File: src/rtl/pc_seq_pkg.sv
// Shared types and constants for the fetch-stage PC sequencer.
//   state_e      : sequencer states (RUN, HALTED, STEP)
//   PC_INC       : sequential fetch increment in bytes
//   NBITS_DEF    : default PC / target width
//   RESET_PC_DEF : default PC loaded on reset
package pc_seq_pkg;

   localparam int unsigned NBITS_DEF    = 32;
   localparam logic [31:0] RESET_PC_DEF = 32'h0000_0000;
   localparam int unsigned PC_INC       = 4;

   typedef enum logic [1:0] {
      RUN    = 2'd0,
      HALTED = 2'd1,
      STEP   = 2'd2
   } state_e;

endpackage : pc_seq_pkg

File: src/rtl/pc_target_sel.sv
// Combinational next-PC source select for the fetch stage.
// Priority: EX branch > ID JALR > ID jump > PC+4. ID redirects are dropped
// while stalled because the ID instruction is re-presented after the stall.
// Redirect targets are word-aligned by clearing bits [1:0].
// Ports:
//   i_pc          current PC
//   i_stall       hazard stall
//   i_pcSrc       branch taken (EX), i_br_tgt its target
//   i_jalr        JR/JALR (ID), i_rs its target
//   i_jump        J/JAL (ID), i_j_tgt its target
//   o_next_pc     selected next PC (aligned)
//   o_redirect    any redirect is being applied
//   o_branch      the applied redirect is the EX branch
//   o_misaligned  applied redirect target had bits [1:0] != 0
//   o_advance     PC register should load o_next_pc
module pc_target_sel
   import pc_seq_pkg::*;
#(
   parameter int unsigned NBITS = NBITS_DEF
) (
   input  logic [NBITS-1:0] i_pc,
   input  logic             i_stall,
   input  logic             i_pcSrc,
   input  logic [NBITS-1:0] i_br_tgt,
   input  logic             i_jalr,
   input  logic [NBITS-1:0] i_rs,
   input  logic             i_jump,
   input  logic [NBITS-1:0] i_j_tgt,
   output logic [NBITS-1:0] o_next_pc,
   output logic             o_redirect,
   output logic             o_branch,
   output logic             o_misaligned,
   output logic             o_advance
);

   logic             id_redir;
   logic [NBITS-1:0] raw_tgt;

   assign id_redir   = ~i_stall & (i_jalr | i_jump);
   assign o_branch   = i_pcSrc;
   assign o_redirect = i_pcSrc | id_redir;

   always_comb begin
      raw_tgt = i_j_tgt;
      if (i_pcSrc)     raw_tgt = i_br_tgt;
      else if (i_jalr) raw_tgt = i_rs;
   end

   assign o_misaligned = o_redirect & (|raw_tgt[1:0]);
   assign o_next_pc    = o_redirect ? {raw_tgt[NBITS-1:2], 2'b00}
                                    : i_pc + NBITS'(PC_INC);
   // A taken branch still moves the PC during a stall; it flushes the
   // stalled instructions anyway.
   assign o_advance    = o_redirect | ~i_stall;

endmodule : pc_target_sel

File: src/rtl/pc_sequencer.sv
// Program-counter sequencer for the fetch stage: owns the PC register,
// applies the selected next-PC source, honours stall and halt/resume, and
// drives the IF/ID and ID/EX flush strobes.
// Optional feature macro: PC_SEQ_STEP_EN (single-step from HALTED).
// Ports:
//   i_clk, i_rst_n        clock, async active-low reset
//   i_stall               hazard stall, hold PC
//   i_halt, i_resume      enter / leave HALTED
//   i_pcSrc, i_SumadorBranch   EX branch taken + target
//   i_Jump, i_SumadorJump      ID jump + target
//   i_JALR, i_rs               ID register jump + target
//   i_step                single-step pulse (only with PC_SEQ_STEP_EN)
//   o_pc                  registered fetch address
//   o_fetch_en            instruction memory read enable
//   o_flush_if/o_flush_id flush strobes, valid in the redirect cycle
//   o_halted              sequencer is in HALTED
//   o_misaligned          sticky misaligned-redirect flag
//
// state  | meaning
// RUN    | normal fetch, redirects and stalls honoured
// HALTED | PC frozen, no fetch, all inputs but resume/step ignored
// STEP   | one fetch at the frozen PC, then back to HALTED
module pc_sequencer
   import pc_seq_pkg::*;
#(
   parameter int unsigned      NBITS    = NBITS_DEF,
   parameter logic [NBITS-1:0] RESET_PC = NBITS'(RESET_PC_DEF)
) (
   input  logic             i_clk,
   input  logic             i_rst_n,
   input  logic             i_stall,
   input  logic             i_halt,
   input  logic             i_resume,
   input  logic             i_pcSrc,
   input  logic [NBITS-1:0] i_SumadorBranch,
   input  logic             i_Jump,
   input  logic [NBITS-1:0] i_SumadorJump,
   input  logic             i_JALR,
   input  logic [NBITS-1:0] i_rs,
   input  logic             i_step,
   output logic [NBITS-1:0] o_pc,
   output logic             o_fetch_en,
   output logic             o_flush_if,
   output logic             o_flush_id,
   output logic             o_halted,
   output logic             o_misaligned
);

`ifdef PC_SEQ_STEP_EN
   localparam bit STEP_EN = 1'b1;
`else
   localparam bit STEP_EN = 1'b0;
`endif

   state_e           state_q, state_d;
   logic [NBITS-1:0] pc_q, pc_d;
   logic             mis_q, mis_d;

   logic [NBITS-1:0] next_pc;
   logic             redirect, branch, misaligned, advance;
   logic             active, step_go;

   pc_target_sel #(.NBITS(NBITS)) u_sel (
      .i_pc         (pc_q),
      .i_stall      (i_stall),
      .i_pcSrc      (i_pcSrc),
      .i_br_tgt     (i_SumadorBranch),
      .i_jalr       (i_JALR),
      .i_rs         (i_rs),
      .i_jump       (i_Jump),
      .i_j_tgt      (i_SumadorJump),
      .o_next_pc    (next_pc),
      .o_redirect   (redirect),
      .o_branch     (branch),
      .o_misaligned (misaligned),
      .o_advance    (advance)
   );

   // Resume wins over step; a halt request alongside step keeps us halted.
   assign step_go = STEP_EN & i_step & ~i_resume & ~i_halt;
   assign active  = (state_q == RUN) || (state_q == STEP);

   always_ff @(posedge i_clk or negedge i_rst_n) begin
      if (!i_rst_n) begin
         state_q <= RUN;
         pc_q    <= RESET_PC;
         mis_q   <= 1'b0;
      end else begin
         state_q <= state_d;
         pc_q    <= pc_d;
         mis_q   <= mis_d;
      end
   end

   always_comb begin
      state_d = state_q;
      case (state_q)
         RUN:     if (i_halt) state_d = HALTED;
         HALTED: begin
            if (i_resume && !i_halt) state_d = RUN;
            else if (step_go)        state_d = STEP;
         end
         STEP:    state_d = HALTED;
         default: state_d = RUN;
      endcase
   end

   always_comb begin
      pc_d  = (active && advance) ? next_pc : pc_q;
      mis_d = mis_q | (active & misaligned);
   end

   always_comb begin
      o_fetch_en = 1'b0;
      o_flush_if = 1'b0;
      o_flush_id = 1'b0;
      case (state_q)
         RUN: begin
            o_fetch_en = advance;
            o_flush_if = redirect;
            o_flush_id = branch;
         end
         STEP: begin
            o_fetch_en = 1'b1;
            o_flush_if = redirect;
            o_flush_id = branch;
         end
         default: ;
      endcase
   end

   assign o_pc         = pc_q;
   assign o_halted     = (state_q == HALTED);
   assign o_misaligned = mis_q;

endmodule : pc_sequencer

File: config.mk
export PLATFORM = sky130hd
export DESIGN_NAME = pc_sequencer
export DESIGN_NICKNAME = d
export VERILOG_FILES = /design/src/rtl/pc_seq_pkg.sv /design/src/rtl/pc_target_sel.sv /design/src/rtl/pc_sequencer.sv
export SDC_FILE = /design/constraint.sdc
export NUM_CORES = 1
export LEC_CHECK = 0
export ABC_AREA = 1
export CAP_MARGIN = 15
export CORE_ASPECT_RATIO = 0.75
export CORE_MARGIN = 2
export CORE_UTILIZATION = 44
export CTS_CLUSTER_SIZE = 10
export DETAILED_ROUTE_END_ITERATION = 7
export PLACE_DENSITY = 0.82
export SYNTH_ARGS = -nofsm -noshare
export SYNTH_HDL_FRONTEND = slang
export SYNTH_HIERARCHICAL = 1
export SYNTH_SLANG_ARGS = --single-unit
export TNS_END_PERCENT = 10
File: constraint.sdc
create_clock -name i_clk -period 1.95 [get_ports i_clk]
set_input_delay 0.195 -clock i_clk [delete_from_list [all_inputs] [get_ports i_clk]]
set_output_delay 0.195 -clock i_clk [all_outputs]
set_load 0.005 [all_outputs]
==> results.txt <==
Pin placement for this block handled 142 I/O pins. Counting flops with an async set or reset pin after synthesis yields a share of 100%. The core area was 0.00740 mm2; the accumulated negative setup slack was 0 ns.

Remaining global-route overflow: 0. CTS built an H-tree with a depth of 2. Count of hold buffers inserted by post-cts repair: 0. Summing every instance area after synthesis gives 0.00337 mm2. The power density relative to cell area is 571 mW/mm2, and the initial core utilization is 45.6%. The number of search-and-repair iterations in the first detailed-routing pass was 5. The count of buffers added on input and output ports is 140. Element type at the critical path end: an output port.

The worst-case IR drop observed on VDD is 0.253 mV. The synthesized design contains 0 enable-type register cells. The sequential area share after synthesis is 25.2%.

Cell-internal power: 1.76 mW. Fraction of power consumed by sequential logic: 38.1%. The tools report the max-slew violation count as 0.

The number of storage elements in the synthesis netlist is 34. Global routing used 27.5% of the available tracks. The share of post-route cells with drive strength above 1 is 10.3%. Once detail routing completed, the nets flagged for antenna violations numbered 0. Combinational cells account for 41.9% of the total power. The number of vias in the routed layout is 4083, and the vertical die dimension is 79.8 um. The hold violation count in the final report was 0; the worst slew margin relative to its limit was 62.3%. The average wire per standard cell was 14.8 um.

Data on the critical path arrives at its endpoint at 1.60 ns. For the number of gates resized after cts, the log shows 0. The clock insertion delay at the later pin of the skew report was 0.30 ns.

Setup violations remaining at the end of the flow were counted as 0. The number of global-route vias before repair is 3700, and the portion of total power attributed to the clock network is 20.1%. The count of antenna diodes in the layout was 0; the minimum period implied by the final worst setup slack was 1.80 ns. The tools report the clock tree skew after final layout as 0.0102 ns. For this block, the initial DRC count from the detailed router was 328. The pin count of the biggest net entering global routing is 63, and the count of maximum capacitance violations is 0. The net switching power of the design is 1.02 mW. The tools report the area of the multi-input gates as 0.00216 mm2.

The clock passes through at most 2 buffers. The flow ran to the end, and the final reports show no timing, DRC or antenna violations. After detailed placement, the design holds a cell count of 763. The DRC violations left is 0.

The run gives 0.00838 mm2 as the die area. Among all flip-flop cells after synthesis, the most frequent one is sky130_fd_sc_hd__dfrtp_1. The final layout contains routed wiring with a total length of 11400 um.

The logs give 5 for the number of CTS-inserted buffers and 2.12 nW for the leakage power of the design. The placed wire-length estimate after detailed placement was 8990 um; the clock-pin slew on the worst setup and hold paths was 0.08 ns. The cell chosen for the clock root is sky130_fd_sc_hd__clkbuf_8. The clock sink total is 34.

Counting the fill cells in the layout gives 663. The area growth from synthesis to layout is 44.6%, and the final critical-path share of the clock period is 92.2%. The final layout contains 775 nets.

Yosys printed 6 warnings. Setup repair after global routing left no endpoint under its margin. STA classifies the critical path startpoint as an input pin.

The worst hold path belongs to the class in2async. The data required time of the critical path came out at 1.75 ns. After the flow finishes, the layout carries non-filler instances totaling 771. In this run, distinct cell masters in the synthesized netlist total 32.

TritonCTS built the clock tree. The highest attainable clock frequency was 0.556 GHz; the switching part of the total power was 36.8%. The routability congestion estimate was 0.895; the synthesized netlist net count was 646. The tools report the area occupied by registers as 851 um2. The cell row count was 27; the worst-margin pin slew was 0.560 ns.

The floorplan step set the die width to 105 um. The post-synthesis average cell area is 6.24 um2, and the via density per instance is 5.30. The first global-routing pass estimated 18100 um of wire. The post-CTS setup-driven buffer insertion count came out at 0.

The run gives 1 as the number of antenna violations at the first check in global routing. In the synthesized netlist, the number of instances is 540. The largest fanout of any net on the critical path was 3.

The critical path class is in2out.
==> synthesized netlist by cell type (2+ instances only) <==
| cell type | count | area (um2) |
|---|---|---|
| sky130_fd_sc_hd__buf_12 | 2 | 40.0 |
| sky130_fd_sc_hd__buf_2 | 8 | 40.0 |
| sky130_fd_sc_hd__buf_4 | 5 | 37.5 |
| sky130_fd_sc_hd__buf_6 | 8 | 90.1 |
| sky130_fd_sc_hd__clkbuf_1 | 7 | 26.3 |
| sky130_fd_sc_hd__dfrtp_1 | 34 | 851 |
| sky130_fd_sc_hd__inv_1 | 31 | 116 |
| sky130_fd_sc_hd__inv_2 | 2 | 7.51 |
| sky130_fd_sc_hd__nand2_1 | 191 | 717 |
| sky130_fd_sc_hd__nand2_2 | 26 | 163 |
| sky130_fd_sc_hd__nand2_4 | 3 | 33.8 |
| sky130_fd_sc_hd__nand3_1 | 99 | 495 |
| sky130_fd_sc_hd__nand4_1 | 3 | 18.8 |
| sky130_fd_sc_hd__nor2_1 | 33 | 124 |
| sky130_fd_sc_hd__nor2_2 | 6 | 37.5 |
| sky130_fd_sc_hd__nor2_4 | 9 | 101 |
| sky130_fd_sc_hd__nor3_1 | 5 | 25.0 |
| sky130_fd_sc_hd__o211ai_1 | 14 | 105 |
| sky130_fd_sc_hd__o21ai_0 | 23 | 115 |
| sky130_fd_sc_hd__o21ai_1 | 10 | 50.1 |
| sky130_fd_sc_hd__o21bai_1 | 8 | 60.1 |
| sky130_fd_sc_hd__xnor2_1 | 3 | 26.3 |
==> state kept, by name, summed over array words and instances, names as in the netlist <==
| signal | count |
|---|---|
| state_q | 1 |
| o_pc | 32 |
| o_misaligned | 1 |
==> cell usage in the layout, fill, tap and decap left out, drive strengths merged, types with 2 or more instances in the layout <==
cell,netlist,layout
o21ai,33,33
nand2,221,221
o21bai,8,8
o22ai,2,2
o211ai,14,14
nand3,99,99
inv,34,34
buf,23,12
clkbuf,7,7
nor2,48,48
xnor2,3,3
dfrtp,34,34
nor3,5,5
nand4,3,3
clkdlybuf4s50,0,139
==> critical path: stages <==
cell	delay [ns]
sky130_fd_sc_hd__clkdlybuf4s50_1	0.53
sky130_fd_sc_hd__inv_2	0.07
sky130_fd_sc_hd__nand2_1	0.18
sky130_fd_sc_hd__nand2_8	0.07
sky130_fd_sc_hd__inv_1	0.06
sky130_fd_sc_hd__clkdlybuf4s50_1	0.50
==> final cells by class <==
| cell class | count | area share, % |
|---|---|---|
| Tap cell | 101 | 2.59 |
| Clock buffer | 7 | 1.77 |
| Timing Repair Buffer | 152 | 31.2 |
| Inverter | 34 | 2.67 |
| Clock inverter | 1 | 0.103 |
| Multi-Input combinational cell | 442 | 44.2 |
| Sequential cell | 34 | 17.5 |
==> metrics by stage <==
stage	util (%)	instance area, um2	total power [mW]	setup slack (ns)	hold slack (ns)
global placement	64.6	4780	2.20	0.0427	0.440
CTS	65.8	4870	2.78	0.0168	0.316
finish	65.9	4870	2.78	0.152	0.296
detailed placement	64.6	4780	2.23	0.0190	0.472
global route	65.9	4870	2.96	0.0560	0.355
floorplan	-	3370	1.59	0.464	-0.101
==> path summary, 6_finish.rpt <==
| check | startpoint | endpoint | depth (start not counted) | slack (ns) |
|---|---|---|---|---|
| max in group asynchronous | i_rst_n | o_pc[10]$_DFFE_PN0P_ | 2 | 1.32 |
| worst min register to register | o_misaligned$_DFF_PN0_ | o_misaligned$_DFF_PN0_ | 1 | 0.49 |
| min in group i_clk | i_resume | state_q[0]$_DFFE_PN0P_ | 2 | 0.45 |
| worst min-delay path | i_rst_n | o_pc[2]$_DFFE_PN0P_ | 2 | 0.30 |
| worst max register to register | o_pc[3]$_DFFE_PN0P_ | o_pc[20]$_DFFE_PN0P_ | 11 | 0.21 |
| worst max-delay path | i_pcSrc | o_fetch_en | 6 | 0.15 |
==> routing by layer <==
layer,wire [um],share of wire (%),GRT usage (%)
met1,5170,45,38.2
met2,5100,45,43.2
met3,911,8.0,4.82
met4,253,2.2,9.07
met5,13,0.11,0
==> power groups by stage <==
stage	logic, mW	clock network, mW	registers (mW)
final	1.16	0.559	1.06
after global routing	1.28	0.595	1.08
after CTS	1.17	0.565	1.05
after detailed placement	1.16	0	1.07
after global placement	1.14	0	1.06
after floorplan	0.570	0	1.02
==> cells by family (layout without fill, tap and decap cells) <==
family	Yosys count	in the layout	synth area share (%)
flip-flops	34	34	25.2
adder cells (fa/ha/maj)	1	1	0.371
AND/OR/NAND/NOR	378	378	51.9
AO/OA/AOI/OAI	60	60	11.0
XOR/XNOR	3	3	0.780
buffers and inverters	64	194	10.8
Note: power is estimated with default switching activity, not from simulation.
